`src/rtl/mem_arbiter.sv`:
```
// Round-robin arbiter sharing one strobe-protocol memory between two req/ack ports.
// One transaction in flight; single-cycle mem_wr/mem_rd strobes; read waits RD_LAT edges.
module mem_arbiter #(
    parameter int unsigned AW     = 4,
    parameter int unsigned DW     = 8,
    parameter int unsigned RD_LAT = 2
) (
    input  logic          clk,
    input  logic          reset,
    input  logic          m0_req,
    input  logic          m0_we,
    input  logic [AW-1:0] m0_addr,
    input  logic [DW-1:0] m0_wdata,
    output logic          m0_ack,
    output logic [DW-1:0] m0_rdata,
    input  logic          m1_req,
    input  logic          m1_we,
    input  logic [AW-1:0] m1_addr,
    input  logic [DW-1:0] m1_wdata,
    output logic          m1_ack,
    output logic [DW-1:0] m1_rdata,
    output logic [AW-1:0] mem_address,
    output logic [DW-1:0] mem_data_w,
    output logic          mem_wr,
    output logic          mem_rd,
    input  logic [DW-1:0] mem_data_r,
    output logic [1:0]    dbg_state,
    output logic          dbg_owner
);

    localparam logic [1:0] IDLE  = 2'd0;
    localparam logic [1:0] ISSUE = 2'd1;
    localparam logic [1:0] WAIT  = 2'd2;
    localparam logic [1:0] DONE  = 2'd3;

    logic [1:0] state;
    logic       owner;
    logic       we_q;
    logic       last_grant;
    logic [2:0] cnt;
    logic       grant;

    // On a tie the port that did not win last time goes next.
    always_comb begin
        grant = m1_req;
        if (m0_req && m1_req)
            grant = ~last_grant;
    end

    always_ff @(posedge clk) begin
        if (reset) begin
            state       <= IDLE;
            owner       <= 1'b0;
            we_q        <= 1'b0;
            last_grant  <= 1'b1;
            cnt         <= '0;
            mem_address <= '0;
            mem_data_w  <= '0;
            mem_wr      <= 1'b0;
            mem_rd      <= 1'b0;
            m0_ack      <= 1'b0;
            m1_ack      <= 1'b0;
            m0_rdata    <= '0;
            m1_rdata    <= '0;
        end else begin
            case (state)
                IDLE: begin
                    if (m0_req || m1_req) begin
                        owner       <= grant;
                        last_grant  <= grant;
                        we_q        <= grant ? m1_we    : m0_we;
                        mem_address <= grant ? m1_addr  : m0_addr;
                        mem_data_w  <= grant ? m1_wdata : m0_wdata;
                        state       <= ISSUE;
                    end
                end
                ISSUE: begin
                    mem_wr <= we_q;
                    mem_rd <= ~we_q;
                    cnt    <= 3'(RD_LAT - 1);
                    state  <= WAIT;
                end
                WAIT: begin
                    mem_wr <= 1'b0;
                    mem_rd <= 1'b0;
                    if (we_q || cnt == '0) begin
                        if (owner) begin
                            m1_ack <= 1'b1;
                            if (!we_q) m1_rdata <= mem_data_r;
                        end else begin
                            m0_ack <= 1'b1;
                            if (!we_q) m0_rdata <= mem_data_r;
                        end
                        state <= DONE;
                    end else begin
                        cnt <= cnt - 3'd1;
                    end
                end
                DONE: begin
                    m0_ack <= 1'b0;
                    m1_ack <= 1'b0;
                    state  <= IDLE;
                end
                default: state <= IDLE;
            endcase
        end
    end

    assign dbg_state = state;
    assign dbg_owner = owner;

endmodule

```
`config.mk`:
```
export PLATFORM = sky130hd
export DESIGN_NAME = mem_arbiter
export DESIGN_NICKNAME = d
export VERILOG_FILES = /design/src/rtl/mem_arbiter.sv
export SDC_FILE = /design/constraint.sdc
export NUM_CORES = 1
export LEC_CHECK = 0
export ABC_CLOCK_PERIOD_IN_PS = 2100
export CORE_MARGIN = 2
export CORE_UTILIZATION = 44
export CTS_BUF_LIST = sky130_fd_sc_hd__clkbuf_8
export CTS_CLUSTER_DIAMETER = 80
export DETAILED_ROUTE_END_ITERATION = 16
export PLACE_DENSITY_LB_ADDON = 0.25
export SYNTH_ARGS = -nofsm -noshare
export SYNTH_HDL_FRONTEND = slang
export SYNTH_SLANG_ARGS = --single-unit
```
`constraint.sdc`:
```
create_clock -name clk -period 2.1 [get_ports clk]
set_clock_uncertainty 0.15 [all_clocks]
set_input_delay 0.315 -clock clk [delete_from_list [all_inputs] [get_ports clk]]
set_output_delay 0.315 -clock clk [all_outputs]
set_load 0.01 [all_outputs]
```
==> out/summary.txt, run 1 <==
status: finished, final reports clean
WP data required: 1630 ps
gr ovfl total: 0
Hold Crit Class: register to register
gr usage total: 23.03%
pwr dens: 1118 mW/mm^2
DRC: 0
die height: 68.33 um
worst hold slack: 321.8 ps
row cnt: 23
synth unique cells: 36
Inserted Clock Buffers: 5
Finished Layout Cells: 329
worst slack, placed: 234.2 ps
First-pass DRT Iterations: 6
clk slew on worst S/H paths: 80 ps
placed insts: 321
Syn Std Cell Area: 0.001820 mm^2
Final WS setup: 235.8 ps
Worst slew margin: 74.39%
max_cap viols: 0
IO Pins: 73
CTS Hold Bufs: 0
global-route wire length before repair: 8.004 mm
Clk Latency, worst-skew pair: 290 ps
CP Launch Type: register
syn_area_per_cell: 8.795 um^2
number of synthesized register bits: 40
CP endpoint kind: primary output
Tcrit/Tclk final: 88.77%
fmax: 536.4 MHz
dominant cell type by area after synthesis: dfxtp_1
antenna fix cells: 0
largest net degree at the start of global routing: 28
most frequent cells in the layout: 72 x clkdlybuf4s50_1, 40 x dfxtp_1, 30 x a21oi_1
syn_nets: 250
Sink Count: 40
Seq/Total Area, Yosys: 43.99%
Critical Path, Cell by Cell: buf_4 > clkdlybuf4s50_1
initial core utilization: 45.51%
gpl congestion: 0.8547
most common cell after layout, fill and taps aside: clkdlybuf4s50_1
# nets final: 321
dpl hpwl: 3.546 mm
final WL: 4.933 mm
Port Buffers: 72
area grow syn2layout: 48.38%
initial DRC count: 68
Worst Path Max Fanout: 13
P_leak: 0.001020 uW
full die area: 0.004668 mm^2
proportion of layout cells with a drive suffix above 1: 10.04%
Setup Fix Bufs, Post-CTS: 0
post-CTS resize count: 0
Area contributors post-synth: dfxtp_1 44%, a21oi_1 8.2%, nor4_1 5.2%
Worst path max stage delay: 550 ps
max-slew violation count: 0
vias in the first global route: 1698
antenna viol nets, final: 0
largest buffer count on any clock path: 2
Die X: 68.33 um
area share of the largest cell type after synthesis: 43.99%
vias per cell: 5.578
CTS tree: yes
initial antenna violation count: 0
RSZ-0062 raised after global routing: no
Yosys Warn Count: 0
Worst EP arrival: 1400 ps
critical path class: register to primary output
critical path's slowest cell: clkdlybuf4s50_1
crit path time final: 1864 ps
H-tree Lvls: 2
Total Neg Setup Slack: 0 ps
DR vias: 1835
final hold violation count: 0
core area: 0.004000 mm^2
worst slew pin tran: 380.7 ps
final setup vio count: 0
CTS root buffer: clkbuf_8
Mapped Cells: 207
Peak supply drop: 0.0008414 V
wire per inst: 14.99 um
cells in the mapped netlist:
master	n
dfxtp_1	40
a21oi_1	30
nand2_1	17
nor4_1	15
o21ai_0	15
nand2b_1	11
clkbuf_1	9
a31o_2	8
inv_1	8
a31o_1	7
ha_1	5
nor2_1	5
nor2b_1	5
buf_2	3
buf_6	3
a21boi_0	2
a22oi_1	2
mux2i_1	2
o221a_2	2
or3_1	2
a21bo_2	1
a2bb2oi_1	1
a31oi_1	1
a32o_1	1
a41oi_1	1
and3_1	1
buf_1	1
nand2b_4	1
nand3_1	1
nor3_1	1
o211ai_1	1
o21a_1	1
o221ai_1	1
o2bb2ai_1	1
o32ai_1	1
or4_1	1
flip-flops by register name, summed over array words and instances, names as in the netlist:
register	cells
cnt	3
dbg_owner	1
dbg_state	2
last_grant	1
m0_ack	1
m0_rdata	8
m1_ack	1
m1_rdata	8
mem_address	4
mem_data_w	8
mem_rd	1
mem_wr	1
we_q	1
worst max-delay path: cells and delay by family, from the launching register on:
kind	cells	cell delay (ps)
flip-flops	1	350
buffers and inverters	2	750
worst paths after layout:
check                         start                       end  slack [ps]  cells after the start
max          dbg_owner$_SDFFE_PP0P_                 dbg_owner         240                      2
min             mem_wr$_SDFFE_PP0P_       mem_wr$_SDFFE_PP0P_         320                      2
max reg2reg     cnt[0]$_SDFFE_PP0P_  m0_rdata[4]$_SDFFE_PP0P_         240                      5
min reg2reg     mem_wr$_SDFFE_PP0P_       mem_wr$_SDFFE_PP0P_         320                      2
final cells by class:
| type | instances | area, um^2 |
|---|---|---|
| fillers | 341 | 1299 |
| multi-input cells | 143 | 903.4 |
| flip-flops and latches | 40 | 800.8 |
| repair buffers | 80 | 793.3 |
| clock buffers | 5 | 68.82 |
| well taps | 50 | 62.56 |
| clock inverters | 3 | 42.54 |
| inverters | 8 | 30.03 |
cell families after synthesis:
logic type	after synthesis	share of synthesized area, %
multiplexers	2	1.100
AND/OR/NAND/NOR	60	17.94
flip-flops	40	43.99
AO/OA/AOI/OAI	76	27.15
buffers and inverters	24	6.391
adder cells (fa/ha/maj)	5	3.436
stage by stage:
stage / utilization, % / instance area, um^2 / total power, uW
2_1_floorplan: - / 1821 / 1835
3_3_place_gp: 64.75 / 2590 / 2373
3_5_place_dp: 64.75 / 2590 / 2392
4_1_cts: 67.53 / 2701 / 3033
5_1_grt: 67.53 / 2701 / 3226
6_report: 67.53 / 2701 / 3019
where the power goes:
| part | switching, uW | internal (uW) | leakage (uW) |
|---|---|---|---|
| logic | 702 | 635 | 0.000638 |
| clock network | 280 | 352 | 0.0000541 |
| registers | 116 | 934 | 0.000327 |
| total | 1100 | 1920 | 0.00102 |
per-layer routing:
| metal | wire length [um] | up-vias | GRT usage [%] |
|---|---|---|---|
| met3 | 317 | 7 | 8.059 |
| met5 | 0 | - | 0 |
| met4 | 77 | 0 | 7.500 |
| li1 | - | 896 | - |
| met1 | 2159 | 876 | 27.90 |
| met2 | 2379 | 56 | 37.99 |
(Power assumes the default switching activity.)
==> run 2, diff against run 1 <==
TNS_END_PERCENT = 50   (was unset)
==> results of run 2 <==
The final DEF is identical to that of run 1; final timing and power are the same.
